==> src/rtl/karatsuba_seq_ctrl_if.sv <==
// Operand/result handshake and shared 16x16 multiplier bus of the Karatsuba sequencer.
// The slave side is the sequencer; the master side is the requester plus the multiplier.
interface karatsuba_seq_ctrl_if;
    logic        in_valid;
    logic        in_ready;
    logic [31:0] A;
    logic [31:0] B;
    logic        out_valid;
    logic        out_ready;
    logic [63:0] P;
    logic        busy;
    logic [15:0] mul_a;
    logic [15:0] mul_b;
    logic [31:0] mul_p;

    modport slave (
        input  in_valid, A, B, out_ready, mul_p,
        output in_ready, out_valid, P, busy, mul_a, mul_b
    );

    modport master (
        output in_valid, A, B, out_ready, mul_p,
        input  in_ready, out_valid, P, busy, mul_a, mul_b
    );
endinterface

==> src/rtl/karatsuba_seq_ctrl.sv <==
// 32x32 unsigned multiply built from three passes through one shared 16x16 multiplier
// (Z0 = lo*lo, Z2 = hi*hi, Z1 = (lo+hi)*(lo+hi)) followed by Karatsuba recombination.
module karatsuba_seq_ctrl #(
    parameter int MUL_LAT = 0
) (
    input  logic                 clk,
    input  logic                 rst,
    karatsuba_seq_ctrl_if.slave  bus
);
    localparam int CNT_W = (MUL_LAT < 1) ? 1 : $clog2(MUL_LAT + 1);
    localparam logic [CNT_W-1:0] CNT_LAST = CNT_W'(MUL_LAT);

    typedef enum logic [2:0] {
        IDLE    = 3'd0,
        PH_Z0   = 3'd1,
        PH_Z2   = 3'd2,
        PH_Z1   = 3'd3,
        COMBINE = 3'd4,
        DONE    = 3'd5
    } state_t;

    state_t           state_r, next_state_s;
    logic [CNT_W-1:0] cnt_r, cnt_nxt_s;
    logic [31:0]      a_r, b_r, z0_r, z2_r;
    logic [33:0]      z1_r;
    logic [63:0]      p_r;
    logic             out_valid_r, in_ready_r, busy_r;
    logic [15:0]      mul_a_r, mul_b_r;

    logic             accept_s, phase_end_s;
    logic [31:0]      a_nxt_s, b_nxt_s;
    logic [16:0]      sa_s, sb_s;
    logic [33:0]      z1_s, mid_s;
    logic [63:0]      p_s;
    logic [15:0]      mul_a_s, mul_b_s;

    // in_ready is registered, so an accept is only possible once it has been presented.
    assign accept_s    = (state_r == IDLE) && in_ready_r && bus.in_valid;
    assign phase_end_s = (cnt_r == CNT_LAST);

    assign sa_s = {1'b0, a_r[15:0]} + {1'b0, a_r[31:16]};
    assign sb_s = {1'b0, b_r[15:0]} + {1'b0, b_r[31:16]};

    // The multiplier only sees the low 16 bits of each sum; the carries are folded back here.
    assign z1_s = {2'b00, bus.mul_p}
                + (sa_s[16] ? {2'b00, sb_s[15:0], 16'h0000} : 34'h0_0000_0000)
                + (sb_s[16] ? {2'b00, sa_s[15:0], 16'h0000} : 34'h0_0000_0000)
                + ((sa_s[16] && sb_s[16]) ? 34'h1_0000_0000 : 34'h0_0000_0000);

    assign mid_s = z1_r - {2'b00, z2_r} - {2'b00, z0_r};
    assign p_s   = {z2_r, 32'h0000_0000}
                 + ({30'h0000_0000, mid_s} << 16)
                 + {32'h0000_0000, z0_r};

    // Next-state and phase-counter logic.
    always_comb begin
        next_state_s = state_r;
        cnt_nxt_s    = cnt_r;
        case (state_r)
            IDLE: begin
                if (accept_s) begin
                    next_state_s = PH_Z0;
                end else begin
                    next_state_s = IDLE;
                end
            end
            PH_Z0, PH_Z2, PH_Z1: begin
                if (phase_end_s) begin
                    cnt_nxt_s = {CNT_W{1'b0}};
                    case (state_r)
                        PH_Z0:   next_state_s = PH_Z2;
                        PH_Z2:   next_state_s = PH_Z1;
                        default: next_state_s = COMBINE;
                    endcase
                end else begin
                    cnt_nxt_s = cnt_r + CNT_W'(1);
                end
            end
            COMBINE: next_state_s = DONE;
            DONE: begin
                if (bus.out_ready) begin
                    next_state_s = IDLE;
                end else begin
                    next_state_s = DONE;
                end
            end
            default: begin
                next_state_s = IDLE;
                cnt_nxt_s    = {CNT_W{1'b0}};
            end
        endcase
    end

    // Multiplier operands for the upcoming state, so they are registered in time for its first cycle.
    always_comb begin
        a_nxt_s = accept_s ? bus.A : a_r;
        b_nxt_s = accept_s ? bus.B : b_r;
        mul_a_s = 16'h0000;
        mul_b_s = 16'h0000;
        case (next_state_s)
            PH_Z0: begin
                mul_a_s = a_nxt_s[15:0];
                mul_b_s = b_nxt_s[15:0];
            end
            PH_Z2: begin
                mul_a_s = a_nxt_s[31:16];
                mul_b_s = b_nxt_s[31:16];
            end
            PH_Z1: begin
                mul_a_s = sa_s[15:0];
                mul_b_s = sb_s[15:0];
            end
            default: begin
                mul_a_s = 16'h0000;
                mul_b_s = 16'h0000;
            end
        endcase
    end

    // State, operand, partial-product and registered-output updates.
    always_ff @(posedge clk) begin
        if (rst) begin
            state_r     <= IDLE;
            cnt_r       <= {CNT_W{1'b0}};
            a_r         <= 32'h0000_0000;
            b_r         <= 32'h0000_0000;
            z0_r        <= 32'h0000_0000;
            z2_r        <= 32'h0000_0000;
            z1_r        <= 34'h0_0000_0000;
            p_r         <= 64'h0000_0000_0000_0000;
            out_valid_r <= 1'b0;
            in_ready_r  <= 1'b0;
            busy_r      <= 1'b0;
            mul_a_r     <= 16'h0000;
            mul_b_r     <= 16'h0000;
        end else begin
            state_r <= next_state_s;
            cnt_r   <= cnt_nxt_s;
            if (accept_s) begin
                a_r <= bus.A;
                b_r <= bus.B;
            end
            if ((state_r == PH_Z0) && phase_end_s) begin
                z0_r <= bus.mul_p;
            end
            if ((state_r == PH_Z2) && phase_end_s) begin
                z2_r <= bus.mul_p;
            end
            if ((state_r == PH_Z1) && phase_end_s) begin
                z1_r <= z1_s;
            end
            if (state_r == COMBINE) begin
                p_r <= p_s;
            end
            out_valid_r <= (next_state_s == DONE);
            in_ready_r  <= (next_state_s == IDLE);
            busy_r      <= (next_state_s != IDLE);
            mul_a_r     <= mul_a_s;
            mul_b_r     <= mul_b_s;
        end
    end

    assign bus.in_ready  = in_ready_r;
    assign bus.out_valid = out_valid_r;
    assign bus.P         = p_r;
    assign bus.busy      = busy_r;
    assign bus.mul_a     = mul_a_r;
    assign bus.mul_b     = mul_b_r;
endmodule

==> src/flat_wrapper.sv <==
// flat-port wrapper written by rule: the top's interface ports become plain ports
module karatsuba_seq_ctrl_flat 
#(
    parameter int MUL_LAT = 0
)
  (clk, rst, bus_in_valid, bus_A, bus_B, bus_out_ready, bus_mul_p, bus_in_ready, bus_out_valid, bus_P, bus_busy, bus_mul_a, bus_mul_b);
  karatsuba_seq_ctrl_if bus_i ();
  input  logic clk;
  input  logic rst;
  input wire logic [$bits(bus_i.in_valid)-1:0] bus_in_valid;
  input wire logic [$bits(bus_i.A)-1:0] bus_A;
  input wire logic [$bits(bus_i.B)-1:0] bus_B;
  input wire logic [$bits(bus_i.out_ready)-1:0] bus_out_ready;
  input wire logic [$bits(bus_i.mul_p)-1:0] bus_mul_p;
  output wire logic [$bits(bus_i.in_ready)-1:0] bus_in_ready;
  output wire logic [$bits(bus_i.out_valid)-1:0] bus_out_valid;
  output wire logic [$bits(bus_i.P)-1:0] bus_P;
  output wire logic [$bits(bus_i.busy)-1:0] bus_busy;
  output wire logic [$bits(bus_i.mul_a)-1:0] bus_mul_a;
  output wire logic [$bits(bus_i.mul_b)-1:0] bus_mul_b;
  assign bus_i.in_valid = bus_in_valid;
  assign bus_i.A = bus_A;
  assign bus_i.B = bus_B;
  assign bus_i.out_ready = bus_out_ready;
  assign bus_i.mul_p = bus_mul_p;
  assign bus_in_ready = bus_i.in_ready;
  assign bus_out_valid = bus_i.out_valid;
  assign bus_P = bus_i.P;
  assign bus_busy = bus_i.busy;
  assign bus_mul_a = bus_i.mul_a;
  assign bus_mul_b = bus_i.mul_b;
  karatsuba_seq_ctrl #(.MUL_LAT(MUL_LAT)) u_core (.clk(clk), .rst(rst), .bus(bus_i));
endmodule
==> config.mk <==
export PLATFORM = sky130hd
export DESIGN_NAME = karatsuba_seq_ctrl_flat
export DESIGN_NICKNAME = d
export VERILOG_FILES = /design/src/rtl/karatsuba_seq_ctrl_if.sv /design/src/rtl/karatsuba_seq_ctrl.sv /design/src/flat_wrapper.sv
export SDC_FILE = /design/constraint.sdc
export NUM_CORES = 1
export LEC_CHECK = 0
export CORE_MARGIN = 3
export CORE_UTILIZATION = 55
export DETAILED_ROUTE_END_ITERATION = 8
export PLACE_DENSITY_LB_ADDON = 0.3
export SLEW_MARGIN = 20
export SYNTH_ARGS = -nofsm -noshare
export SYNTH_HDL_FRONTEND = slang
export SYNTH_SLANG_ARGS = --single-unit
==> constraint.sdc <==
create_clock -name clk -period 14.69 [get_ports clk]
set_clock_uncertainty 0.05 [all_clocks]
set_input_delay 3.6725 -clock clk [delete_from_list [all_inputs] [get_ports clk]]
set_output_delay 3.6725 -clock clk [all_outputs]
set_load 0.02 [all_outputs]
==> key figures, run 1 <==
Setup path
  • Worst setup SP type: primary input
  • Worst path arrival time: 7.54 ns
  • Worst setup EP type: register
  • Worst R2R Path Depth: 25
  • CP Class: primary input to register
  • Worst-path maximum fanout: 3
  • R2R Setup Slk: 8.31 ns
  • CP required: 15.12 ns

Power and ir drop
  • PD cells: 152 mW/mm^2
  • Maximum vdd drop: 0.115 mV
  • P_leak: 7.96 nW

Placed design
  • Input/output buffers: 198
  • Place WS: 7.10 ns
  • Post-DP HPWL: 36,800 um
  • Placer Congestion: 0.945

Global routing
  • Initial antenna violation count: 2
  • Gr busiest metal: met2
  • M1 GR Usage: 40.2%
  • First-pass GRT wire length: 80,400 um
  • Grt ovf: 0
  • Largest net degree at the start of global routing: 133
  • GR Util All Layers: 29.8%
  • Met2 Track Usage GR: 49.9%
  • Vias in the first global route: 15,188
  • M3 GR Usage: 4.20%

Timing
  • Fmax: 0.141 GHz
  • RSZ-0062 raised after global routing: false
  • Least-Margin Pin Slew: 1.08 ns
  • Final WS setup: 7.59 ns
  • Final setup vio count: 0
  • Final Hold Viols: 0
  • Relative slew slack: 28.1%
  • Tcrit/Tclk final: 48.4%
  • Final number of max-transition violations: 0
  • Worst hold margin: 0.404 ns
  • Fin crit period: 7.10 ns
  • Final setup TNS: 0 ns

Floorplanning
  • Site row count: 62
  • Die X: 179 um
  • CORE AREA: 0.0292 sq mm
  • Die area: 0.0322 sq mm
  • Initial Utilization: 56.7%
  • I/O pin total: 199
  • Die Ht: 179 um

Clocking
  • CTS tree: done
  • H-tree Lvls: 1
  • Setup repair bufs after CTS: 0
  • Later-pin clock latency in the skew report: 0.57 ns
  • Clk slew on worst S/H paths: 0.06 ns
  • Num CTS Buffers: 29
  • Cts hold-fix bufs: 0
  • Max Root-Sink Buffers: 3
  • PostCTS Resize Cnt: 0
  • Clk sink count: 264
  • Clk root buf: clkbuf_16

Logic synthesis
  • EDFF count, synth: 0
  • Syn_nets: 2,387
  • Sequential-to-total area share from yosys stat: 32.0%
  • Synth Flop Type: dfxtp_1
  • Synthesized area: 0.0165 sq mm
  • Count leader, synth: nand2_1
  • Synth Register Bits: 264
  • Most instantiated cells after synthesis: nand2_1 (458), a21oi_1 (292), dfxtp_1 (264)
  • Cells after Synth: 2,112
  • Share of the synthesized area in the top cell type: 32.0%
  • Cell taking the most area after synthesis: dfxtp_1
  • Async set-or-reset flop fraction in the synthesized netlist: 0%
  • Top cells by area, synth: dfxtp_1 (32%), nand2_1 (10%), ha_1 (9.3%)
  • Synth warn: 0
  • Syn Area/Cell: 7.83 sq um
  • Library cells used by synthesis: 73

Drt
  • Remaining antenna violation count: 0
  • Avg Vias per Cell: 5.87
  • Initial DRC Count: 1,352
  • WL final: 49,900 um
  • Detailed-route DRC error count: 0
  • Avg WL per Cell: 18.7 um
  • DR vias: 15,643
  • DR pass1 iterations: 9

Min path
  • Hold path depth: 2
  • Worst min path class: register to register

Layout
  • Share of cells above drive strength 1: 4.04%
  • Final net count: 2,530
  • Area Growth Syn to Fin: 19.3%

Flow run
  • Max Cap Viol: 0

Run status
  • Status: finished, final reports clean
## final cells by class
cell class | count | area [sq um]
Inverter | 134 | 503
Fill cell | 2452 | 9430
Antenna cell | 2 | 5.00
Sequential cell | 264 | 5290
Clock inverter | 16 | 180
Multi-Input combinational cell | 1617 | 10400
Clock buffer | 38 | 810
Timing Repair Buffer | 209 | 2070
Tap cell | 384 | 480
## sequential cells by signal, indices dropped and copies added (netlist names)
| name | flops |
|---|---|
| u_core.bus.mul_b | 16 |
| u_core.bus.P | 64 |
| u_core.bus.busy | 1 |
| u_core.z1_r | 34 |
| u_core.z2_r | 32 |
| u_core.state_r | 3 |
| u_core.bus.out_valid | 1 |
| u_core.a_r | 32 |
| u_core.bus.mul_a | 16 |
| u_core.b_r | 32 |
| u_core.z0_r | 32 |
| u_core.bus.in_ready | 1 |
## placed cells by master (no fill, tap or decap), types with 7 or more instances in the layout
master,count
o21bai_1,10
nand2b_1,12
clkbuf_16,29
buf_4,11
a21o_1,59
clkinv_2,9
o211ai_1,11
a211oi_1,17
a221oi_1,15
nor4_1,9
fa_1,52
and3_1,15
a21oi_1,292
o21a_1,21
nand4_1,9
or3_1,17
and2_1,11
xor2_1,32
nor3_1,35
o21ai_1,9
o21ai_0,51
nand2_1,457
inv_1,134
xnor2_1,57
a31oi_1,26
nand3_1,51
nor2_1,98
nor2b_1,7
or2_2,9
ha_1,123
dfxtp_1,264
clkdlybuf4s50_1,197
mux2i_1,15
o31ai_1,10
## cells by family after synthesis
family	synth area share, %
compound gates	21.6
xor+xnor	4.71
fa+ha+maj	15.6
buf+inv	5.27
flops	32.0
mux	0.976
simple gates	19.9
## worst max-delay path, cell delays in order
cell and delay (ns):
clkdlybuf4s50_1 0.50, inv_1 0.08, fa_1 0.54, inv_1 0.05, ha_1 0.22, fa_1 0.41, a21oi_1 0.17, o21bai_1 0.14
a2111oi_0 0.78, o31a_1 0.26, a21oi_1 0.13, a31oi_1 0.22, xnor2_1 0.13, nand2_1 0.07, a21oi_1 0.15
## worst paths after layout
path	startpoint	end
hold / removal	u_core.bus.P[19]	u_core.bus.P[19]
setup reg to reg	u_core.b_r[0]	u_core.z1_r[31]
setup / recovery	bus_mul_p[17]	u_core.z1_r[31]
hold reg to reg	u_core.bus.P[19]	u_core.bus.P[19]
## stage by stage
stage               cells  power, W  area (sq um)  utilization (%)
floorplan            2112   0.00186         16500                -
global placement     2608   0.00221         18700             64.3
detailed placement   2608   0.00222         18700             64.3
CTS                  2662   0.00299         19700             67.6
global route         2664   0.00319         19700             67.7
finish               2664   0.00300         19700             67.7
## metal layers
metal	vias up	wire length, um
met5	-	0
met4	0	1590
met3	97	3380
met2	592	23300
met1	7391	21600
li1	7563	-
## where the power goes
group	leakage [nW]	switching, W	internal [W]
clock network	0.495	0.000312	0.000443
registers	2.14	0.0000358	0.000755
logic	5.33	0.000886	0.000571
Power figures use the tool's default switching activity.
==> inputs of run 2 (changes only) <==
Settings changed: CORE_UTILIZATION 55 to 52.
Clock period 14.69 ns to 6.2 ns, I/O delays scaled along.
==> run 2 against run 1 <==
Compared with the run above: final cell count is 0.75% higher; critical path depth up 7; setup slack lost 7.2 ns; utilization decreased by 3.5 points; clock power increased by 140%; wire length down 1.1%; non-clock buffer count increased by 12; critical path type is now register to register.
==> key figures, run 2 (synthesis results as in run 1) <==
Layout
  • Most common cell after layout, fill and taps aside: nand2_1 (unchanged)
  • Final net count: 2,542 (was 2,530)
  • Fillcell total: 2,677 (was 2,452)
  • Post-route insts no fill: 2,684 (was 2,664)
  • Most frequent cells in the layout: nand2_1 (457), a21oi_1 (292), dfxtp_1 (264) (unchanged)
  • Share of cells above drive strength 1: 4.42% (was 4.04%)
  • Register Area: 0.00529 sq mm (unchanged)
  • Area of the multi-input gates: 0.0104 sq mm (about the same)
  • Area Growth Syn to Fin: 20.2% (was 19.3%)
  • Post-route cell area: 0.0199 sq mm (was 0.0197 sq mm)
  • Number of flip-flops in the largest register: 64 (unchanged)

Global routing
  • Largest net degree at the start of global routing: 133 (unchanged)
  • First-pass GRT wire length: 78,000 um (was 80,400 um)
  • GR Util All Layers: 28.4% (was 29.8%)
  • Initial antenna violation count: 1 (was 2)
  • Vias in the first global route: 14,881 (was 15,188)
  • Grt ovf: 0 (unchanged)

Drt
  • DR vias: 15,561 (was 15,643)
  • Avg Vias per Cell: 5.80 (was 5.87)
  • WL final: 49,400 um (was 49,900 um)
  • Detailed-route DRC error count: 0 (unchanged)
  • DR pass1 iterations: 5 (was 9)
  • Remaining antenna violation count: 0 (unchanged)
  • Avg WL per Cell: 18.4 um (was 18.7 um)
  • Initial DRC Count: 1,119 (was 1,352)

Placed design
  • Placer Congestion: 0.934 (was 0.945)
  • Placed insts: 2,632 (was 2,608)
  • Input/output buffers: 198 (unchanged)
  • Place WS: 0.258 ns (was 7.10 ns)
  • Post-DP HPWL: 37,300 um (was 36,800 um)
  • Cell area after placement: 0.0188 sq mm (was 0.0187 sq mm)

Timing
  • Fin crit period: 5.77 ns
  • Final Hold Viols: 0 (unchanged)
  • Fmax: 0.173 GHz
  • Tcrit/Tclk final: 93.0%
  • Final WS setup: 0.434 ns (was 7.59 ns)
  • Least-Margin Pin Slew: 1.13 ns (was 1.08 ns)
  • Final setup TNS: 0 ns (unchanged)
  • RSZ-0062 raised after global routing: false (unchanged)
  • Final setup vio count: 0 (unchanged)
  • Relative slew slack: 24.8% (was 28.1%)
  • Final number of max-transition violations: 0 (unchanged)

Setup path
  • Worst setup SP type: register (was primary input)
  • Worst setup EP type: register (unchanged)
  • Worst-path maximum fanout: 5 (was 3)
  • CP Launch Point: u_core.z2_r[0] (was bus_mul_p[17])
  • CP Class: register to register (was primary input to register)
  • Worst path arrival time: 6.16 ns (was 7.54 ns)
  • R2R Setup Slk: 0.43 ns (was 8.31 ns)
  • CP required: 6.60 ns (was 15.12 ns)
  • Reg2reg start: u_core.z2_r[0] (was u_core.b_r[0])

Run status
  • Status: finished, final reports clean (unchanged)

Clocking
  • CTS tree: done (unchanged)
  • Clk sink count: 264 (unchanged)
  • H-tree Lvls: 1 (unchanged)
  • Clk slew on worst S/H paths: 0.07 ns (was 0.06 ns)
  • Max Root-Sink Buffers: 3 (unchanged)
  • Clk root buf: clkbuf_16 (unchanged)
  • Num CTS Buffers: 29 (unchanged)
  • Cts hold-fix bufs: 0 (unchanged)
  • PostCTS Resize Cnt: 0 (unchanged)
  • Setup repair bufs after CTS: 0 (unchanged)
  • Later-pin clock latency in the skew report: 0.57 ns (about the same)

Min path
  • Hold wc startpoint: u_core.bus.P[40] (was u_core.bus.P[19])
  • Worst min path class: register to register (unchanged)

Power and ir drop
  • Maximum vdd drop: 0.286 mV (was 0.115 mV)
  • P_leak: 8.03 nW (was 7.96 nW)
  • Design Power: 0.00716 W (was 0.00300 W)
  • PD cells: 360 mW/mm^2 (was 152 mW/mm^2)

Floorplanning
  • I/O pin total: 199 (unchanged)
  • Initial Utilization: 53.4% (was 56.7%)
  • Die Ht: 184 um (was 179 um)
  • CORE AREA: 0.0310 sq mm (was 0.0292 sq mm)
  • Die X: 184 um (was 179 um)
  • Die area: 0.0340 sq mm (was 0.0322 sq mm)
  • Site row count: 64 (was 62)

Flow run
  • Max Cap Viol: 0 (unchanged)
==> run 2: changes by cell type in the layout (fill, tap and decap cells not counted), sizes merged <==
cell / before / now
buf: 12 / 24
clkinv: 9 / 1
clkbuf: 38 / 45
clkinvlp: 1 / 0
diode: 2 / 1
inv: 137 / 136
==> run 2: path summary, 6_finish.rpt <==
kind	depth (start not counted)	end
setup / recovery	22	u_core.bus.P[53]
hold / removal	2	u_core.bus.P[40]
setup reg to reg	22	u_core.bus.P[53]
hold reg to reg	2	u_core.bus.P[40]
==> run 2: per-stage QoR <==
step,hold WS (ns),util (%)
after floorplan,0.386,-
after global placement,0.388,60.8
after detailed placement,0.394,60.8
after CTS,0.404,64.1
after global routing,0.419,64.2
final,0.400,64.2
==> run 2: power breakdown <==
group | internal, W | total (W) | switching (W)
Combinational | 0.00137 | 0.00348 | 0.00210
Sequential | 0.00179 | 0.00187 | 0.0000808
Clock | 0.00110 | 0.00181 | 0.000712
==> run 2: area by class of cell <==
cell class / count / share of cell area (%)
flip-flops and latches: 264 / 26.6
clock inverters: 6 / 0.623
clock buffers: 45 / 4.46
repair buffers: 221 / 10.8
well taps: 396 / 2.49
multi-input cells: 1617 / 52.5
inverters: 134 / 2.53
diodes: 1 / 0.0126
==> run 2: per-layer routing <==
layer | global-route usage (%) | routed length [um] | vias to the layer above
met5 | 0 | 0 | -
met3 | 4.16 | 3080 | 106
met1 | 37.5 | 21400 | 7359
met4 | 10.8 | 2040 | 0
li1 | - | - | 7566
met2 | 47.3 | 22900 | 530
==> run 2: worst max-delay path, cell delays in order (launching register included) <==
cell,delay (ns)
dfxtp_1,0.38
fa_1,0.53
inv_1,0.05
ha_1,0.18
or2_2,0.32
fa_1,0.42
a21o_1,0.24
a311oi_2,0.29
o211ai_1,0.17
nand4_1,0.16
a21oi_1,0.14
o31ai_4,0.35
xnor2_1,0.21
ha_1,0.31
a21o_1,0.19
a21o_1,0.17
a21o_1,0.18
a21o_1,0.17
a221oi_1,0.32
nand3_1,0.15
nand2_1,0.19
nor2_1,0.07
a2111oi_0,0.39
==> inputs of run 3 (changes only) <==
Settings changed: CELL_PAD_IN_SITES_DETAIL_PLACEMENT from default to 1, CELL_PAD_IN_SITES_GLOBAL_PLACEMENT from default to 1, CORE_MARGIN 3 to default, CORE_UTILIZATION 52 to 38.
==> run 3 against run 2 <==
Compared with the run above: wire length rose by 14%; hold slack improved by 0.0019 ns; critical path type unchanged; setup slack got worse by 0.098 ns; clock-buffer cell count fell by 6; final cell count rose by 7.2%; largest power group unchanged; via count fell by 0.34%.
==> key figures, run 3 (synthesis results as in run 1) <==
Drt
  • WL final: 56,100 um (was 49,400 um)
  • Detailed-route DRC error count: 0 (unchanged)
  • DR pass1 iterations: 5 (unchanged)
  • Avg WL per Cell: 19.5 um (was 18.4 um)
  • Remaining antenna violation count: 0 (unchanged)
  • DR vias: 15,508 (was 15,561)
  • Initial DRC Count: 717 (was 1,119)
  • Avg Vias per Cell: 5.39 (was 5.80)

Timing
  • Final setup vio count: 0 (unchanged)
  • Fin crit period: 5.86 ns (was 5.77 ns)
  • RSZ-0062 raised after global routing: false (unchanged)
  • Least-Margin Pin Slew: 1.04 ns (was 1.13 ns)
  • Tcrit/Tclk final: 94.6% (was 93.0%)
  • Final Hold Viols: 0 (unchanged)
  • Final WS setup: 0.336 ns (was 0.434 ns)
  • Final setup TNS: 0 ns (unchanged)
  • Relative slew slack: 30.6% (was 24.8%)
  • Final number of max-transition violations: 0 (unchanged)
  • Fmax: 0.171 GHz (was 0.173 GHz)

Setup path
  • Worst setup SP type: register (unchanged)
  • R2R Setup Slk: 0.34 ns (was 0.43 ns)
  • Worst path arrival time: 6.32 ns (was 6.16 ns)
  • Reg2reg start: u_core.z2_r[4] (was u_core.z2_r[0])
  • Worst R2R Path Depth: 19 (was 22)
  • Worst setup EP type: register (unchanged)
  • CP Class: register to register (unchanged)
  • Worst-path maximum fanout: 6 (was 5)
  • CP required: 6.65 ns (was 6.60 ns)
  • Worst reg2reg path endpoint: u_core.bus.P[52] (was u_core.bus.P[53])

Layout
  • Area Growth Syn to Fin: 22.0% (was 20.2%)
  • Area of the multi-input gates: 0.0104 sq mm (about the same)
  • Final net count: 2,546 (was 2,542)
  • Most frequent cells in the layout: nand2_1 (456), a21oi_1 (292), dfxtp_1 (264) (was nand2_1 (457), a21oi_1 (292), dfxtp_1 (264))
  • Ant. Diodes: 0 (was 1)
  • Number of flip-flops in the largest register: 64 (unchanged)
  • Fillcell total: 5,233 (was 2,677)
  • Most common cell after layout, fill and taps aside: nand2_1 (unchanged)
  • Share of cells above drive strength 1: 4.89% (was 4.42%)
  • Post-route insts no fill: 2,877 (was 2,684)
  • Register Area: 0.00529 sq mm (unchanged)

Placed design
  • Place WS: 0.207 ns (was 0.258 ns)
  • Placed insts: 2,824 (was 2,632)
  • Post-DP HPWL: 42,700 um (was 37,300 um)
  • Input/output buffers: 198 (unchanged)
  • Placer Congestion: 0.891 (was 0.934)

Clocking
  • H-tree Lvls: 1 (unchanged)
  • CTS tree: done (unchanged)
  • Setup repair bufs after CTS: 0 (unchanged)
  • Later-pin clock latency in the skew report: 0.59 ns (was 0.57 ns)
  • Clk root buf: clkbuf_16 (unchanged)
  • Num CTS Buffers: 30 (was 29)
  • Clk slew on worst S/H paths: 0.06 ns (was 0.07 ns)
  • Clk sink count: 264 (unchanged)
  • Max Root-Sink Buffers: 3 (unchanged)

Floorplanning
  • Die Ht: 211 um (was 184 um)
  • Initial Utilization: 38.5% (was 53.4%)
  • Die X: 211 um (was 184 um)
  • I/O pin total: 199 (unchanged)
  • Site row count: 76 (was 64)
  • CORE AREA: 0.0430 sq mm (was 0.0310 sq mm)
  • Die area: 0.0444 sq mm (was 0.0340 sq mm)

Power and ir drop
  • PD cells: 364 mW/mm^2 (was 360 mW/mm^2)
  • Maximum vdd drop: 0.224 mV (was 0.286 mV)
  • Design Power: 0.00735 W (was 0.00716 W)
  • P_leak: 8.07 nW (was 8.03 nW)

Global routing
  • Vias in the first global route: 16,150 (was 14,881)
  • Largest net degree at the start of global routing: 106 (was 133)
  • GR Util All Layers: 25.3% (was 28.4%)
  • First-pass GRT wire length: 88,900 um (was 78,000 um)
  • Grt ovf: 0 (unchanged)
  • Initial antenna violation count: 0 (was 1)

Min path
  • Worst min path class: register to register (unchanged)
  • Hold wc startpoint: u_core.bus.P[32] (was u_core.bus.P[40])
  • Hold Crit Endpoint: u_core.bus.P[32] (was u_core.bus.P[40])
  • Hold path depth: 2 (unchanged)

Flow run
  • Max Cap Viol: 0 (unchanged)

Run status
  • Status: finished, final reports clean (unchanged)
run 3: cell count changes in the layout (fill, tap and decap cells not counted), moves of 2 or more:
cell       before  now
clkinv_2        1    7
clkbuf_8       10    5
buf_4          23   26
a2111oi_2       1    3
bufinv_16       3    5
clkbuf_1        6    4
run 3: timing repair:
action | in CTS | in global routing
resized for setup | 0 | 9
hold buffers | 0 | 0
setup endpoints to repair | 0 | 10
run 3: metrics by stage:
stage	hold slack (ns)	util [%]	cell area, sq um
after floorplan	0.386	-	16500
after global placement	0.391	44.4	19100
after detailed placement	0.396	44.4	19100
after CTS	0.404	46.9	20100
after global routing	0.415	47.0	20200
final	0.402	47.0	20200
run 3: worst max-delay path by stage:
stage	start	to	slack, ns	cells after the start
2_1_floorplan	u_core.z1_r[0]	u_core.bus.P[63]	0.81	24
3_3_place_gp	u_core.z2_r[0]	u_core.bus.P[63]	0.37	23
3_5_place_dp	u_core.z1_r[0]	u_core.bus.P[53]	0.21	24
4_1_cts	u_core.z1_r[0]	u_core.bus.P[53]	0.17	24
5_1_grt	u_core.z1_r[0]	u_core.bus.P[53]	0.003	24
6_report	u_core.z2_r[4]	u_core.bus.P[52]	0.34	19
run 3: critical path, stage by stage (launching register included):
cell and delay [ns]:
dfxtp_1 0.44, inv_1 0.08, fa_1 0.44, ha_1 0.40, a21o_1 0.24, a21oi_2 0.14, nor2b_1 0.05, a21o_1 0.16
o41a_1 0.44, a2111o_1 0.48, a31oi_4 0.31, xnor2_1 0.18, ha_1 0.34, a221oi_1 0.32, o21ai_0 0.13, a31oi_1 0.34
a21oi_1 0.21, o2111ai_1 0.61, nand3_1 0.17, a31oi_1 0.22
run 3: power by group:
part           switching, W  leakage, nW  internal, W  total, W
Sequential        0.0000835         2.14      0.00179   0.00187
Combinational       0.00219         5.42      0.00138   0.00358
Clock              0.000750        0.515      0.00115   0.00190
run 3: area by class of cell:
class | instances | area share (%)
Clock buffer | 39 | 4.14
Inverter | 134 | 2.49
Tap cell | 585 | 3.63
Clock inverter | 14 | 1.04
Sequential cell | 264 | 26.2
Multi-Input combinational cell | 1617 | 51.7
Timing Repair Buffer | 224 | 10.8
run 3: per-layer routing:
layer  vias up  global-route usage (%)  wire length [um]
met5         -                       0                 0
li1       7588                       -                 -
met4         0                    9.27              1970
met3        80                    2.82              2060
met1      7552                    32.0             25000
met2       288                    44.2             27100
